File: config.mk
export PLATFORM = sky130hd
export DESIGN_NAME = laser_nibble_tx
export DESIGN_NICKNAME = d
export VERILOG_FILES = /design/src/rtl/laser_nibble_tx.sv
export SDC_FILE = /design/constraint.sdc
export NUM_CORES = 1
export LEC_CHECK = 0
export CORE_MARGIN = 1.5
export CORE_UTILIZATION = 59
export DETAILED_ROUTE_END_ITERATION = 6
export PLACE_DENSITY = 0.79
export SETUP_SLACK_MARGIN = 0.3
export SYNTH_ARGS = -nofsm -noshare
export SYNTH_HDL_FRONTEND = slang
export SYNTH_SLANG_ARGS = --single-unit
File: constraint.sdc
create_clock -name clock -period 3.2 [get_ports clock]
set_input_delay 0.64 -clock clock [delete_from_list [all_inputs] [get_ports clock]]
set_output_delay 0.64 -clock clock [all_outputs]
set_load 0.005 [all_outputs]
File: src/rtl/laser_nibble_tx.sv
// laser_nibble_tx: buffers a packet via valid/ready, then sends it as a framed nibble burst on 4 lanes
// Ports: clock/resetN (async active-low), data_in/data_in_valid/data_in_ready byte handshake,
// lanes registered lane symbol, tx_active high for the whole frame, pkt_sent pulse on the final gap cycle.
module laser_nibble_tx #(
  parameter int PKT_BYTES     = 4,
  parameter int CLKS_PER_SYM  = 4,
  parameter int PREAMBLE_SYMS = 8,
  parameter int GAP_SYMS      = 4
) (
  input  logic       clock,
  input  logic       resetN,
  input  logic [7:0] data_in,
  input  logic       data_in_valid,
  output logic       data_in_ready,
  output logic [3:0] lanes,
  output logic       tx_active,
  output logic       pkt_sent
);
  localparam int S1   = PREAMBLE_SYMS > 2 * PKT_BYTES ? PREAMBLE_SYMS : 2 * PKT_BYTES;
  localparam int SMAX = S1 > GAP_SYMS ? S1 : GAP_SYMS;
  localparam int SW   = SMAX > 1 ? $clog2(SMAX) : 1;
  localparam int CW   = PKT_BYTES > 1 ? $clog2(PKT_BYTES) : 1;
  localparam int YW   = CLKS_PER_SYM > 1 ? $clog2(CLKS_PER_SYM) : 1;
  typedef enum logic [2:0] {FILL, PRE, SYNC, DATA, CHECK, GAP} state_t;
  state_t          r_state, w_state_n;
  logic [SW-1:0]   r_sym, w_sym_n, w_last_sym;
  logic [YW-1:0]   r_cyc, w_cyc_n;
  logic [CW-1:0]   r_cnt, w_bidx;
  logic [7:0]      r_chk, w_byte;
  logic [7:0]      r_buf [PKT_BYTES];
  logic [3:0]      r_lanes, w_lanes_n;
  logic            w_acc, w_sym_end, w_last;
  assign data_in_ready = r_state == FILL && resetN;
  assign w_acc         = data_in_valid && data_in_ready;
  assign tx_active     = r_state != FILL;
  assign lanes         = r_lanes;
  assign w_last_sym    = r_state == PRE   ? SW'(PREAMBLE_SYMS - 1) :
                         r_state == DATA  ? SW'(2 * PKT_BYTES - 1) :
                         r_state == CHECK ? SW'(1) :
                         r_state == GAP   ? SW'(GAP_SYMS - 1) : '0;
  assign w_sym_end     = r_cyc == YW'(CLKS_PER_SYM - 1);
  assign w_last        = w_sym_end && r_sym == w_last_sym;
  assign pkt_sent      = r_state == GAP && w_last;
  always_comb begin
    w_state_n = r_state;
    w_sym_n   = r_sym;
    w_cyc_n   = r_cyc;
    if (r_state == FILL) begin
      if (w_acc && r_cnt == CW'(PKT_BYTES - 1)) w_state_n = PRE;
    end else if (!w_sym_end) begin
      w_cyc_n = r_cyc + 1'b1;
    end else begin
      w_cyc_n = '0;
      w_sym_n = w_last ? '0 : r_sym + 1'b1;
      if (w_last)
        case (r_state)
          PRE:     w_state_n = SYNC;
          SYNC:    w_state_n = DATA;
          DATA:    w_state_n = CHECK;
          CHECK:   w_state_n = GAP;
          default: w_state_n = FILL;
        endcase
    end
  end
  // lanes is registered, so the symbol is chosen from the state/symbol about to be entered
  assign w_bidx    = CW'(w_sym_n >> 1);
  assign w_byte    = r_buf[w_bidx];
  assign w_lanes_n = w_state_n == PRE   ? (w_sym_n[0] ? 4'h5 : 4'hA) :
                     w_state_n == SYNC  ? 4'hF :
                     w_state_n == DATA  ? (w_sym_n[0] ? w_byte[3:0] : w_byte[7:4]) :
                     w_state_n == CHECK ? (w_sym_n[0] ? r_chk[3:0] : r_chk[7:4]) : 4'h0;
  always_ff @(posedge clock or negedge resetN) begin
    if (!resetN) begin
      r_state <= FILL;
      r_sym   <= '0;
      r_cyc   <= '0;
      r_cnt   <= '0;
      r_chk   <= '0;
      r_lanes <= 4'h0;
    end else begin
      r_state <= w_state_n;
      r_sym   <= w_sym_n;
      r_cyc   <= w_cyc_n;
      r_lanes <= w_lanes_n;
      if (w_acc) begin
        r_chk <= r_chk ^ data_in;
        r_cnt <= r_cnt == CW'(PKT_BYTES - 1) ? '0 : r_cnt + 1'b1;
      end else if (pkt_sent) begin
        r_chk <= '0;
      end
    end
  end
  always_ff @(posedge clock) begin
    if (w_acc) r_buf[r_cnt] <= data_in;
  end
endmodule

==> impl_metrics.env, run 1 <==
export IMPL_async_reset_ff_share_pct=40.7
export IMPL_grt_pass1_wl_mm=10.0
export IMPL_path_cells="nand4_1 > nor4_1 > clkdlybuf4s50_1"
export IMPL_critPathMaxStageDelay_ps=670
export IMPL_cp_end_kind="output port"
export IMPL_synth_top_area_share_pct=32.9
export IMPL_fin_cells=355
export IMPL_tns_ps=0
export IMPL_crit_end="pkt_sent"
export IMPL_grt_usage_pct=25.4
export IMPL_fin_util_pct=68.2
export IMPL_regToRegStartpoint="r_state[1]"
export IMPL_grt_met3_usage_pct=3.98
export IMPL_synth_area_um2=2920
export IMPL_grt_antenna_before_repair=0
export IMPL_slew_headroom_pct=62.6
export IMPL_final_cell_mix="edfxtp_1 (32), nand2_1 (25), nor2_1 (20), o21ai_0 (20), dfrtp_1 (20)"
export IMPL_fp_dieArea_um2=5380
export IMPL_path_clk_slew_ps=90
export IMPL_path_buf_inv=1
export IMPL_start_kind="flip-flop"
export IMPL_ir_worst_vdd_uv=353
export IMPL_htreeDepth=2
export IMPL_routedWlPerCell_um=17.4
export IMPL_cap_viol_max_count=0
export IMPL_rsz0062_at_grt="no"
export IMPL_worstPathMaxFanout=17
export IMPL_fmax_ghz=0.360
export IMPL_ys_types=58
export IMPL_synthTopCellsByArea="edfxtp_1 (33%), dfrtp_1 (19%), o21ai_0 (3.4%), nand2_1 (3.2%), a211oi_1 (2.8%)"
export IMPL_drt_first_pass_iters=4
export IMPL_hold_path_class="flip-flop to flip-flop"
export IMPL_rows=25
export IMPL_ant_nets=0
export IMPL_ys_seq_area_share_pct=51.8
export IMPL_dr_first_iter_drc_count=201
export IMPL_clk_path_buf_depth=2
export IMPL_hold_slack_ps=484
export IMPL_status="finished clean"
export IMPL_dp_hpwl_mm=4.45
export IMPL_tightest_slew_ps=561
export IMPL_core_area_um2=4750
export IMPL_critPathRequiredTime_ps=2560
export IMPL_wirelength_mm=6.19
export IMPL_busiest_layer="met2"
export IMPL_vias=2130
export IMPL_path_class="flip-flop to output port"
export IMPL_final_nets=304
export IMPL_cts_root_buf="clkbuf_8"
export IMPL_insertion_delay_ps=310
export IMPL_slew_viol_final=0
export IMPL_portBuffers=17
export IMPL_power_density_nw_per_um2=360
export IMPL_n_antenna_cell=0
export IMPL_synth_nets=288
export IMPL_start_util_pct=61.4
export IMPL_area_growth_pct=11.0
export IMPL_fin_skew_ps=6.72
export IMPL_yosys_area_top_type="edfxtp_1"
export IMPL_ys_seq_elements=54
export IMPL_overflow=0
export IMPL_p_total_w=0.00117
export IMPL_met1_usage_pct=32.1
export IMPL_period_share_pct=86.9
export IMPL_dp_cells=347
export IMPL_cts_hold_buf=0
export IMPL_cp_startpoint="r_sym[0]"
export IMPL_tritoncts="done"
export IMPL_synth_edff_count=32
export IMPL_synthCells=271
export IMPL_use_met2_pct=43.2
export IMPL_finalSetupViolations=0
export IMPL_yosysWarnings=0
export IMPL_critPathArrivalTime_ps=2140
export IMPL_die_width_um=73.4
export IMPL_synth_ff_type="edfxtp_1"
export IMPL_io_pins=18
export IMPL_ff2ff_path_depth=8
export IMPL_cts_sinks=54
export IMPL_syn_avg_cell_area_um2=10.8
export IMPL_r2r_end="lanes[3]"
export IMPL_hold_violations=0
export IMPL_drc_errors=0
export IMPL_crit_cells=3
export IMPL_grt_pass1_vias=2067
export IMPL_globalplace_congestion=0.919
export IMPL_crit_family="flip-flops"
export IMPL_cts_inserted_buffers=5
export IMPL_die_h_um=73.4
export IMPL_via_per_inst=6.00
export IMPL_grt_max_degree=26
export IMPL_period_needed_ps=2780
export IMPL_layout_cells_most_common="edfxtp_1"
export IMPL_p_leak_nw=1.19
export IMPL_regToRegSetupSlack_ps=510
export IMPL_layout_drive_gt1_share_pct=13.2
export IMPL_crit_slowest_cell="dfrtp_1"
==> state kept, by name, indices dropped and copies added, names as in the netlist <==
name	cells
r_state	3
r_cnt	2
lanes	4
r_sym	3
r_chk	8
r_buf	32
r_cyc	2
==> through the flow <==
step	cell area, um2	setup slack, ps
2_1_floorplan	2920	877
3_3_place_gp	3140	408
3_5_place_dp	3140	347
4_1_cts	3230	308
5_1_grt	3240	323
6_report	3240	418
==> worst min-delay path: stages (launching register included) <==
cell,delay [ps]
dfrtp_1,360
nand2_1,50
nand2_1,50
==> metal layers <==
metal / wire length, um / up-vias / share of wire (%)
met5: 0 / - / 0
met3: 281 / 10 / 4.5
met2: 3080 / 70 / 50
li1: - / 1041 / -
met1: 2710 / 1009 / 44
met4: 125 / 0 / 2.0
==> logic make-up after synthesis <==
logic type	synth area share (%)
muxes	3.17
AOI/OAI and AO/OA	19.8
adders and majority gates	2.57
buffers and inverters	5.70
xor gates and xnor gates	0.600
and+or+nand+nor	16.5
DFF	51.8
==> power by group <==
| group | internal, W | switching, W |
|---|---|---|
| Sequential | 0.000738 | 0 |
| Clock | 0.000178 | 0.000221 |
| Combinational | 0.0000120 | 0.0000168 |
| Total | 0.000928 | 0.000238 |
==> Yosys cell counts (3+ instances only) <==
cell type / number
edfxtp_1: 32
nand2_1: 25
dfrtp_1: 22
nor2_1: 20
o21ai_0: 20
inv_1: 12
a211oi_1: 11
a21oi_1: 9
nand3_1: 9
clkbuf_1: 7
mux2i_1: 7
and3_1: 6
ha_1: 6
and2_1: 5
a21o_1: 4
buf_2: 4
buf_6: 4
buf_4: 3
nand4_1: 3
nor2b_1: 3
o2111ai_1: 3
o211ai_1: 3
o21a_1: 3
or3_1: 3
==> worst min-delay path by stage <==
stage                  start  endpoint  slack [ps]  cells after the start
finish              r_cyc[1]  r_cyc[1]         480                      2
floorplan             resetN  lanes[0]         340                      0
global placement    r_cyc[1]  r_cyc[1]         450                      2
CTS                 r_cyc[1]  r_cyc[1]         480                      2
global route        r_chk[7]  r_chk[7]         520                      1
detailed placement  r_cyc[1]  r_cyc[1]         460                      2
==> layout make-up <==
class                      count  area [um2]
clock inverter                 2        16.3
tap                           67        83.8
timing repair buffer          27         245
sequential                    54        1510
inverter                      14        52.6
multi-input combinational    185        1250
fill                         361        1510
clock buffer                   6        82.6
==> timing repair <==
item | CTS | global route
gates resized for setup | 0 | 5
endpoints found under the setup margin | 0 | 5
setup buffers | 0 | 0
Note: power is estimated with default switching activity, not from simulation.
==> run 2: changes to the inputs <==
--- a/config.mk
+++ b/config.mk
@@ -5,6 +5,7 @@
 export SDC_FILE = /design/constraint.sdc
 export NUM_CORES = 1
 export LEC_CHECK = 0
+export CORE_ASPECT_RATIO = 0.8
 export CORE_MARGIN = 1.5
 export CORE_UTILIZATION = 59
 export DETAILED_ROUTE_END_ITERATION = 6
==> impl_metrics.env, run 2 (same netlist as run 1, synthesis figures left out) <==
export IMPL_hold_start="r_cyc[1]"
export IMPL_top_register="r_buf"
export IMPL_critPathRequiredTime_ps=2560
export IMPL_start_kind="flip-flop"
export IMPL_period_needed_ps=2810
export IMPL_stdcell_area_um2=3250
export IMPL_final_cell_mix="edfxtp_1 (32), nand2_1 (25), dfrtp_1 (22)"
export IMPL_tightest_slew_ps=634
export IMPL_slew_viol_final=0
export IMPL_grt_pass1_vias=2104
export IMPL_drt_first_pass_iters=5
export IMPL_htreeDepth=2
export IMPL_path_clk_slew_ps=90
export IMPL_cts_inserted_buffers=5
export IMPL_cts_sinks=54
export IMPL_power_density_nw_per_um2=376
export IMPL_portBuffers=17
export IMPL_area_growth_pct=11.2
export IMPL_path_class="flip-flop to output port"
export IMPL_fp_dieArea_um2=5380
export IMPL_tns_ps=0
export IMPL_grt_pass1_wl_mm=10.8
export IMPL_slew_headroom_pct=57.7
export IMPL_dr_first_iter_drc_count=237
export IMPL_vias=2265
export IMPL_dp_hpwl_mm=4.86
export IMPL_hold_path_depth=2
export IMPL_drc_errors=0
export IMPL_r2r_end="lanes[3]"
export IMPL_io_pins=18
export IMPL_grt_antenna_before_repair=0
export IMPL_tritoncts="done"
export IMPL_core_area_um2=4680
export IMPL_globalplace_congestion=0.883
export IMPL_via_per_inst=6.51
export IMPL_rsz0062_at_grt="no"
export IMPL_ir_worst_vdd_uv=298
export IMPL_fillers=359
export IMPL_cts_root_buf="clkbuf_8"
export IMPL_die_h_um=65.9
export IMPL_hold_path_class="flip-flop to flip-flop"
export IMPL_fin_skew_ps=5.20
export IMPL_n_antenna_cell=0
export IMPL_critPathArrivalTime_ps=2170
export IMPL_layout_drive_gt1_share_pct=12.5
export IMPL_routedWlPerCell_um=19.3
export IMPL_worstHoldEndpoint="r_cyc[1]"
export IMPL_clk_path_buf_depth=2
export IMPL_ff2ff_path_depth=8
export IMPL_final_nets=304
export IMPL_finalSetupViolations=0
export IMPL_grt_max_degree=18
export IMPL_multi_input_area_um2=1250
export IMPL_cp_end_kind="output port"
export IMPL_cap_viol_max_count=0
export IMPL_dp_slack_ps=360
export IMPL_cts_resized=1
export IMPL_die_width_um=81.7
export IMPL_regToRegStartpoint="r_state[0]"
export IMPL_layout_cells_most_common="edfxtp_1"
export IMPL_ant_nets=0
export IMPL_regToRegSetupSlack_ps=500
export IMPL_fmax_ghz=0.356
export IMPL_setup_ws_ps=387
export IMPL_start_util_pct=62.4
export IMPL_p_leak_nw=1.20
export IMPL_overflow=0
export IMPL_rows=22
export IMPL_dpl_cell_area_um2=3130
export IMPL_post_cts_buffers=0
export IMPL_largest_reg_flops=32
export IMPL_period_share_pct=87.9
export IMPL_grt_usage_pct=27.6
export IMPL_insertion_delay_ps=310
export IMPL_wirelength_mm=6.70
export IMPL_seq_area_um2=1510
export IMPL_worstPathMaxFanout=14
export IMPL_hold_violations=0
export IMPL_cts_hold_buf=0
export IMPL_status="finished clean"
## run 2: how the worst max path moves through the flow
stage	start	to	slack, ps	cells past startpoint
after floorplan	r_cyc[0]	lanes[0]	880	9
after CTS	r_state[0]	lanes[3]	330	7
after global routing	r_state[0]	lanes[1]	310	8
after detailed placement	r_state[0]	lanes[3]	360	7
final	r_state[2]	pkt_sent	390	3
after global placement	r_state[0]	lanes[3]	390	7
## run 2: critical path, cell delays in order (launching register included)
cell and delay, ps:
dfrtp_1 660, inv_1 190, nor4_2 440, clkdlybuf4s50_1 580
## run 2: cell type report
class | instances | share of cell area [%]
flip-flops and latches | 54 | 46.6
clock buffers | 6 | 2.24
inverters | 14 | 1.62
repair buffers | 27 | 7.55
well taps | 60 | 2.31
multi-input cells | 185 | 38.6
clock inverters | 2 | 1.16
## run 2: metrics by stage
stage / hold WS (ps) / util [%] / cells / power [W]
floorplan: 344 / - / 271 / 0.000754
global placement: 457 / 66.8 / 340 / 0.000783
detailed placement: 475 / 66.8 / 340 / 0.000784
CTS: 495 / 69.3 / 348 / 0.00122
global route: 539 / 69.4 / 348 / 0.00126
finish: 502 / 69.4 / 348 / 0.00122
## run 2: report_power, final
group	leakage [nW]	switching (W)	internal, W
clock network	0.0514	0.000219	0.000234
registers	0.550	0	0.000738
logic	0.597	0.0000177	0.0000128
total	1.20	0.000237	0.000984
## run 2: metal layers
metal | track usage, % | part of all wire (%) | up-vias
met5 | 0 | 0 | -
met4 | 8.05 | 1.6 | 0
met3 | 6.62 | 6.8 | 12
met2 | 41.8 | 46 | 91
met1 | 39.6 | 46 | 1117
li1 | - | - | 1045
